File: config.mk
export PLATFORM = sky130hd
export DESIGN_NAME = race_lap_controller
export DESIGN_NICKNAME = d
export VERILOG_FILES = /design/src/rtl/race_pkg.sv /design/src/rtl/race_lap_controller_tick_gen.sv /design/src/rtl/race_lap_controller.sv
export SDC_FILE = /design/constraint.sdc
export NUM_CORES = 1
export LEC_CHECK = 0
export BUFFER_PORTS_ARGS = -buffer_cell sky130_fd_sc_hd__buf_2
export CORE_MARGIN = 2
export CORE_UTILIZATION = 25
export CTS_CLUSTER_SIZE = 10
export DETAILED_ROUTE_END_ITERATION = 10
export SYNTH_ARGS = -nofsm -noshare
export SYNTH_HDL_FRONTEND = slang
export SYNTH_SLANG_ARGS = --single-unit
File: constraint.sdc
create_clock -name clk -period 2.5 [get_ports clk]
set_input_delay 0 -clock clk [delete_from_list [all_inputs] [get_ports clk]]
set_output_delay 0 -clock clk [all_outputs]
set_load 0.02 [all_outputs]
File: src/rtl/race_pkg.sv
// Shared race constants: game-state encoding used by the game FSM, race-clock
// field limits, lap-timer width and the checkpoint event classification.
package race_pkg;

    typedef enum logic [2:0] {
        IDLE      = 3'd0,
        SETTING   = 3'd1,
        SYNCING   = 3'd2,
        COUNTDOWN = 3'd3,
        RACING    = 3'd4,
        PAUSE     = 3'd5,
        FINISH    = 3'd6
    } game_state_e;

    typedef enum logic [2:0] {
        CK_NONE,
        CK_ADVANCE,
        CK_LAP,
        CK_LINGER,
        CK_WRONG
    } ckpt_evt_e;

    localparam int CS_MAX  = 99;
    localparam int SEC_MAX = 59;
    localparam int MIN_MAX = 99;
    localparam int LAP_W   = 20;

endpackage

File: src/rtl/race_lap_controller_tick_gen.sv
// Enable-gated prescaler producing a one-cycle race-clock tick every DIV
// enabled cycles; the count holds while disabled and clears on i_clr.
module race_tick_gen #(
    parameter int DIV = 1000000
) (
    input  logic clk,
    input  logic rst,
    input  logic i_clr,
    input  logic i_en,
    output logic o_tick
);

    localparam int CW = (DIV > 1) ? $clog2(DIV) : 1;

    logic [CW-1:0] r_cnt;

    assign o_tick = i_en && (r_cnt == CW'(DIV - 1));

    always_ff @(posedge clk) begin
        if (rst || i_clr) begin
            r_cnt <= '0;
        end else if (i_en) begin
            r_cnt <= o_tick ? '0 : r_cnt + 1'b1;
        end
    end

endmodule

File: src/rtl/race_lap_controller.sv
// Race clock, in-order checkpoint validation and lap counting for the RACING phase.
// Optional best-lap tracking is enabled by defining RACE_BEST_LAP_EN.
module race_lap_controller
    import race_pkg::*;
#(
    parameter int CLK_HZ   = 100000000,
    parameter int TICK_HZ  = 100,
    parameter int NUM_LAPS = 3,
    parameter int NUM_CKPT = 4
) (
    input  logic             clk,
    input  logic             rst,
    input  logic [2:0]       state,
    input  logic             ckpt_hit,
    input  logic [3:0]       ckpt_id,
    output logic [6:0]       race_min,
    output logic [5:0]       race_sec,
    output logic [6:0]       race_cs,
    output logic [3:0]       lap_cnt,
    output logic [3:0]       next_ckpt,
    output logic [LAP_W-1:0] lap_time,
    output logic             lap_done,
    output logic             wrong_ckpt,
    output logic             is_game_end
`ifdef RACE_BEST_LAP_EN
    ,
    output logic [LAP_W-1:0] best_lap,
    output logic             new_best
`endif
);

    localparam logic [LAP_W-1:0] LT_MAX    = '1;
    localparam logic [3:0]       CKPT_LAST = 4'(NUM_CKPT - 1);
    localparam logic [3:0]       LAPS_END  = 4'(NUM_LAPS);

    logic [6:0]       r_race_min;
    logic [5:0]       r_race_sec;
    logic [6:0]       r_race_cs;
    logic [3:0]       r_lap_cnt;
    logic [3:0]       r_next_ckpt;
    logic [LAP_W-1:0] r_lap_time;
    logic [LAP_W-1:0] r_lap_timer;
    logic             r_lap_done;
    logic             r_wrong_ckpt;
    logic             r_game_end;
`ifdef RACE_BEST_LAP_EN
    logic [LAP_W-1:0] r_best_lap;
    logic             r_new_best;
`endif

    logic             w_clear;
    logic             w_active;
    logic             w_tick;
    logic             w_at_max;
    logic [3:0]       w_next_inc;
    logic [3:0]       w_last_ckpt;
    logic [LAP_W-1:0] w_lt_inc;
    ckpt_evt_e        w_evt;

    assign w_clear     = (state == IDLE) || (state == COUNTDOWN);
    assign w_active    = (state == RACING) && !r_game_end;
    assign w_at_max    = (r_race_min == 7'(MIN_MAX)) && (r_race_sec == 6'(SEC_MAX))
                         && (r_race_cs == 7'(CS_MAX));
    assign w_next_inc  = (r_next_ckpt == CKPT_LAST) ? '0 : r_next_ckpt + 4'd1;
    // The last passed id is always the one just before the expected one.
    assign w_last_ckpt = (r_next_ckpt == '0) ? CKPT_LAST : r_next_ckpt - 4'd1;
    assign w_lt_inc    = (r_lap_timer == LT_MAX) ? LT_MAX : r_lap_timer + 1'b1;

    race_tick_gen #(
        .DIV(CLK_HZ / TICK_HZ)
    ) u_tick (
        .clk    (clk),
        .rst    (rst),
        .i_clr  (w_clear),
        .i_en   (w_active),
        .o_tick (w_tick)
    );

    always_comb begin
        w_evt = CK_NONE;
        if (w_active && ckpt_hit) begin
            if ((ckpt_id == r_next_ckpt) && (r_next_ckpt != '0)) begin
                w_evt = CK_ADVANCE;
            end else if ((ckpt_id == '0) && (r_next_ckpt == '0)) begin
                w_evt = CK_LAP;
            end else if (ckpt_id == w_last_ckpt) begin
                w_evt = CK_LINGER;
            end else begin
                w_evt = CK_WRONG;
            end
        end
    end

    always_ff @(posedge clk) begin
        if (rst || w_clear) begin
            r_race_min   <= '0;
            r_race_sec   <= '0;
            r_race_cs    <= '0;
            r_lap_cnt    <= '0;
            r_next_ckpt  <= 4'd1;
            r_lap_time   <= '0;
            r_lap_timer  <= '0;
            r_lap_done   <= 1'b0;
            r_wrong_ckpt <= 1'b0;
            r_game_end   <= 1'b0;
`ifdef RACE_BEST_LAP_EN
            r_best_lap   <= '1;
            r_new_best   <= 1'b0;
`endif
        end else begin
            r_lap_done   <= 1'b0;
            r_wrong_ckpt <= 1'b0;
`ifdef RACE_BEST_LAP_EN
            r_new_best   <= 1'b0;
`endif
            if (w_active) begin
                if (w_at_max) begin
                    r_game_end <= 1'b1;
                end else if (w_tick) begin
                    if (r_race_cs == 7'(CS_MAX)) begin
                        r_race_cs <= '0;
                        if (r_race_sec == 6'(SEC_MAX)) begin
                            r_race_sec <= '0;
                            r_race_min <= r_race_min + 7'd1;
                        end else begin
                            r_race_sec <= r_race_sec + 6'd1;
                        end
                    end else begin
                        r_race_cs <= r_race_cs + 7'd1;
                    end
                end

                if (w_tick) begin
                    r_lap_timer <= w_lt_inc;
                end

                // A lap completion overrides the tick update above and restarts
                // the timer, counting the coincident tick into the new lap.
                case (w_evt)
                    CK_ADVANCE: r_next_ckpt <= w_next_inc;
                    CK_LAP: begin
                        r_lap_time  <= r_lap_timer;
                        r_lap_timer <= LAP_W'(w_tick);
                        r_lap_cnt   <= r_lap_cnt + 4'd1;
                        r_lap_done  <= 1'b1;
                        r_next_ckpt <= 4'd1;
                        if ((r_lap_cnt + 4'd1) == LAPS_END) begin
                            r_game_end <= 1'b1;
                        end
`ifdef RACE_BEST_LAP_EN
                        if (r_lap_timer < r_best_lap) begin
                            r_best_lap <= r_lap_timer;
                            r_new_best <= 1'b1;
                        end
`endif
                    end
                    CK_WRONG: r_wrong_ckpt <= 1'b1;
                    default: ;
                endcase
            end
        end
    end

    assign race_min    = r_race_min;
    assign race_sec    = r_race_sec;
    assign race_cs     = r_race_cs;
    assign lap_cnt     = r_lap_cnt;
    assign next_ckpt   = r_next_ckpt;
    assign lap_time    = r_lap_time;
    assign lap_done    = r_lap_done;
    assign wrong_ckpt  = r_wrong_ckpt;
    assign is_game_end = r_game_end;
`ifdef RACE_BEST_LAP_EN
    assign best_lap    = r_best_lap;
    assign new_best    = r_new_best;
`endif

endmodule
==> After elaboration in Yosys (flattened, before gate mapping) <==
Index checks and enable logic that the tools add are counted.
{ "totals": {"ff_bits": 91, "latchBits": 0, "ramBits": 0, "rom_bits": 0, "inputBits": 10, "out_inout_bits": 51, "word_cells": 76, "n_memories": 0} }
{ "op_classes": {"add_sub_neg": 8, "n_mul": 0, "div": 0, "order_cmp": 0, "n_eq_ne": 14, "n_shift": 0, "n_mux": 18, "bitwise_logic": 2, "n_reduce_logical": 23} }
{ "op_table": {"columns": ["op", "n"], "rows": [
  ["2-to-1 mux 20 bit", 4],
  ["adder 20 x 1 -> 20 bit, second input constant", 2],
  ["== test 20 bit, second input constant", 2],
  ["adder 7 x 1 -> 7 bit, second input constant", 2],
  ["== test 7 bit, second input constant", 2],
  ["2-to-1 mux 3 bit", 4],
  ["adder 4 x 1 -> 4 bit, second input constant", 2],
  ["== test 4 x 2 -> 1 bit, second input constant", 2],
  ["== test 4 bit", 2],
  ["zero test 4 bit", 2],
  ["2-to-1 mux 4 bit", 2],
  ["case mux 4 bit (2 select lines)", 1],
  ["logical AND 1 bit", 7],
  ["2-to-1 mux 7 bit", 1],
  ["adder 6 x 1 -> 6 bit, second input constant", 1],
  ["== test 3 x 2 -> 1 bit, second input constant", 2],
  ["== test 3 bit, second input constant", 2],
  ["== test 6 bit, second input constant", 1],
  ["2-to-1 mux 6 bit", 1],
  ["AND reduction 2 bit", 3],
  ["2-to-1 mux 1 bit", 5],
  ["AND reduction 5 bit", 1],
  ["AND reduction 4 bit", 1],
  ["nonzero test 2 bit", 2],
  ["other kinds (9)", 11]
]} }

==> Longest topological paths before layout <==
{ "depth": {"depth_word": 10, "mapped_depth": 9, "depth_no_buf": 7} }

==> Cells and area by module <==
From an unflattened synthesis, not the netlist that was laid out.
{ "hier_totals": {"hier_cells": 518, "hier_area_um2": 4420.5} }
{ "by_module_without_submodules": {"columns": ["mod", "n_inst", "cells_per_inst", "area_per_inst_um2", "seq_area_each_um2"], "rows": [
  ["race_lap_controller", 1, 408, 3419.5, 1421.4],
  ["race_tick_gen", 1, 110, 1001.0, 400.4]
]} }

==> Least setup slack after synthesis <==
Ideal clock, no wire load.
{ "synth_path": {"kind": "register to register", "from": "register r_race_cs[0] (netlist: race_cs[0])", "to": "register r_race_min[5] (netlist: race_min[5])", "setup_ns": 0.070, "t_arrival_ns": 2.126, "setup_slack_ns": 0.304, "path_stages_with_launch": 8, "n_path_buf": 1, "path_cell_list": "dfxtp_1 ha_1 and2_1 nand4_2 or4b_1 clkbuf_2 or3_1 a21oi_1"} }
{ "synth_via": {"elab_chain_cells": 4} }
{ "synth_rtl": {"columns": ["element", "line_no", "text"], "rows": [
  ["start, declared", "race_lap_controller.sv:38", "logic [6:0] r_race_cs;"],
  ["start signal, assigned", "race_lap_controller.sv:129", "r_race_cs <= r_race_cs + 7'd1;"],
  ["== test 7 bit (*)", "race_lap_controller.sv:63, race_lap_controller.sv:120", null],
  ["logical AND 1 bit", "race_lap_controller.sv:63", "&& (r_race_cs == 7'(CS_MAX));"],
  ["NOT 1 bit (no line)", null, null],
  ["AND reduction 5 bit (no line) (*)", null, null],
  ["end signal, assigned", "race_lap_controller.sv:124", "r_race_min <= r_race_min + 7'd1;"],
  ["end, declared", "race_lap_controller.sv:36", "logic [6:0] r_race_min;"]
]} }
Mark *: on every way between the ends. The rest lies on a longest branch, timed or not.
A chain may end at the register's enable or synchronous reset.

==> Final worst setup path <==
{ "layout_path": {"from": "register u_tick.r_cnt[0]", "to": "register r_race_min[6] (netlist: race_min[6])"} }
{ "layout_via": {"elab_chain_cells": 3} }
{ "layout_rtl": {"columns": ["element", "line_no", "text"], "rows": [
  ["start, declared", "race_lap_controller_tick_gen.sv:15", "logic [CW-1:0] r_cnt;"],
  ["start signal, assigned", "race_lap_controller_tick_gen.sv:23", "r_cnt <= o_tick ? '0 : r_cnt + 1'b1;"],
  ["== test 20 bit", "race_lap_controller_tick_gen.sv:17", "assign o_tick = i_en && (r_cnt == CW'(DIV - 1));"],
  ["logical AND 1 bit", "race_lap_controller_tick_gen.sv:17", null],
  ["AND reduction 5 bit (no line)", null, null]
]} }
No other way between the ends.

==> flow_summary.toml <==
[status]
status = "finished clean"

[routing]
via_per_inst = 4.776
num_vias = 4021
drt_wl_total_um = 11330
wire_per_inst_um = 13.45
ant_nets = 0
drt_pass1_iterations = 4
drc = 0
drt_iter0_markers = 234

[power]
pwr_density_cell_nw_per_um2 = 557.8
p_leak_nw = 1.964
peakVddDrop_mv = 0.3191
total_power_mw = 3.041

[setup_path]
cp_max_fo = 8
critPathKind = "flop to flop"
cp_slowest_cell = "or4b_1"
start_kind = "flop"
cp_num_cells = 6
cp-end-kind = "flop"
path_cells = "ha_1 -> and4b_1 -> nand4_2 -> or4b_1 -> or3_1 -> a21oi_1"
critPathTopFamily = "simple AND/OR/NAND/NOR gates"
max_stage_delay_ns = 0.66
endpoint = "race_min[6]$_SDFFE_PP0P_"
worstSetupStartpoint = "u_tick.r_cnt[0]$_SDFFE_PP0P_"
worst-path-buf-inv = 0
reg2reg_depth = 6
cp.required_ns = 2.77
worstReg2RegEnd = "race_min[6]$_SDFFE_PP0P_"
r2r_start = "u_tick.r_cnt[0]$_SDFFE_PP0P_"
crit_arrival_ns = 2.58
r2r_slack_ns = 0.20

[global_route]
grt_start_max_net_pins = 30
antenna_found_initial = 1
overflow = 0
track_usage = 0.1279
grt_pass1_wl_um = 18960
grt_pass1_vias = 3733

[synthesis]
syn_area_sq_um = 4448
yosys_register_bits = 91
ys_seq_area_frac = 0.4096
syn_nets = 560
synth.avg_cell_area_sq_um = 8.222
synthesis.instances = 541
yosysWarnings = 0
ys_types = 50
synth_edf_count = 0
async_flop_share = 0
netlist_top_cells_area = "dfxtp_1 (41%), nand2_1 (6.6%), xnor2_1 (5.1%), a21oi_1 (5.0%), nor2_1 (3.9%)"
synth.top_cell.area_share = 0.4096
synth_top_flop_cell = "dfxtp_1"
yosys.area.top_type = "dfxtp_1"

[floorplan]
die_y_um = 137.4
core_area_sq_um = 17360
die_w_um = 137.4
start_util = 0.2563
io_pins = 61
die-area_sq_um = 18870
rows = 48

[clock_tree]
clkSinkCount = 91
clkTransAtPathRegs_ns = 0.07
numCtsBuffers = 9
root_buffer = "clkbuf_16"
clockBufferDepth = 2
cts_setup_buffers = 0
cts-resized-gates = 0
tritoncts = "done"
htree_levels = 3
insertion_delay_ns = 0.35

[place]
placed_area_sq_um = 5106
gp_congestion = 0.8298
dp_hpwl_um = 8100
io_buffers = 60

[timing]
fin_skew_ns = 0.006141
tns_ns = 0
finalHoldViolCount = 0
drv_slew = 0
fin_crit_ns = 2.305
setup_violations = 0
worstMarginPinSlew_ns = 0.6090
finalCritPeriodShare = 0.9220
rsz0062_at_grt = "no"
fmax_mhz = 433.9
relSlewSlack = 0.5902
holdWs_ns = 0.09917

[cells_and_area]
post-route-cell-area_sq_um = 5453
layout_commonest_cell = "dfxtp_1"
final_util = 0.3142
final_net_count = 630
area_growth_pct = 22.59
drive_gt1_frac = 0.1899
mostFrequentLayoutCells = "dfxtp_1 (91), nand2_1 (78), buf_2 (60)"

[job]
cap_violations = 0

[min_path]
min_path_type = "primary input to flop"
==> worst reg2reg max path: cells and delay by family (launching register included) <==
family | cells | cell delay, ns
DFF | 1 | 0.36
adders and majority gates | 1 | 0.18
AOI/OAI and AO/OA | 1 | 0.16
and+or+nand+nor | 4 | 1.53
==> cell type report <==
| cell class | count | area, sq um |
|---|---|---|
| flip-flops and latches | 91 | 1822 |
| well taps | 225 | 281.5 |
| diodes | 1 | 2.502 |
| clock inverters | 7 | 98.84 |
| repair buffers | 84 | 485.5 |
| fillers | 1791 | 11900 |
| clock buffers | 9 | 225.2 |
| multi-input cells | 413 | 2492 |
| inverters | 12 | 45.04 |
==> per-layer routing <==
layer,GRT usage,share of wire
met4,0.04926,0.015
met5,0,0
met3,0.03826,0.059
met2,0.1891,0.43
met1,0.1741,0.49
==> kinds of logic (layout without fill, tap and decap cells) <==
kind of cell,after synthesis,in the layout,synth area share
compound gates,84,84,0.1190
xor+xnor,37,37,0.07285
fa+ha+maj,9,9,0.02532
buf+inv,37,112,0.03263
flops,91,91,0.4096
mux,7,7,0.01575
other cells,0,1,0
simple gates,276,276,0.3249
==> worst min path at each step <==
stage / from / to / slack (ns) / depth (start not counted)
finish: ckpt_hit / wrong_ckpt$_SDFF_PP0_ / 0.1 / 3
global route: ckpt_hit / wrong_ckpt$_SDFF_PP0_ / 0.13 / 3
CTS: ckpt_hit / wrong_ckpt$_SDFF_PP0_ / 0.08 / 3
detailed placement: ckpt_id[3] / lap_done$_SDFF_PP0_ / 0.27 / 2
global placement: ckpt_id[3] / lap_done$_SDFF_PP0_ / 0.27 / 2
floorplan: ckpt_id[3] / lap_done$_SDFF_PP0_ / 0.08 / 1
==> cells in the mapped netlist (all sizes together), types with 2 or more instances <==
master	number
inv	12
o21a	5
nand2	79
a31oi	4
or2	4
o211a	2
a311oi	3
nor3	32
and3	10
o221a	6
nand2b	5
mux2i	7
buf	6
or4	2
a211oi	3
xnor2	26
nor2b	2
nand4	26
nor2	46
dfxtp	91
nand3	21
nor4b	5
nor4	13
a21oi	44
nor3b	4
and2	8
ha	9
and4b	3
and4	6
xor2	11
clkbuf	19
o21ai	11
or3	6
==> registers in the layout, summed over array words and instances (netlist names) <==
name and cells:
r_lap_timer 20, race_cs 7, race_min 7, is_game_end 1, next_ckpt 4, lap_time 20
race_sec 6, wrong_ckpt 1, lap_cnt 4, u_tick.r_cnt 20, lap_done 1
==> power breakdown <==
| part | internal, mW | switching [mW] |
|---|---|---|
| Combinational | 0.0321 | 0.0685 |
| Clock | 0.883 | 0.607 |
| Sequential | 1.45 | 0.000746 |
==> metrics by stage <==
step	std cells	setup WS [ns]
after floorplan	541	0.3037
after global placement	823	0.2965
after detailed placement	823	0.2128
after CTS	841	0.1907
after global routing	842	0.00006217
final	842	0.1951
==> repair_timing <==
| item | in CTS | in global routing |
|---|---|---|
| endpoints found under the hold margin | 2 | 0 |
| endpoints found under the setup margin | 0 | 0 |
| hold buffers | 2 | 0 |
Power figures use the tool's default switching activity.
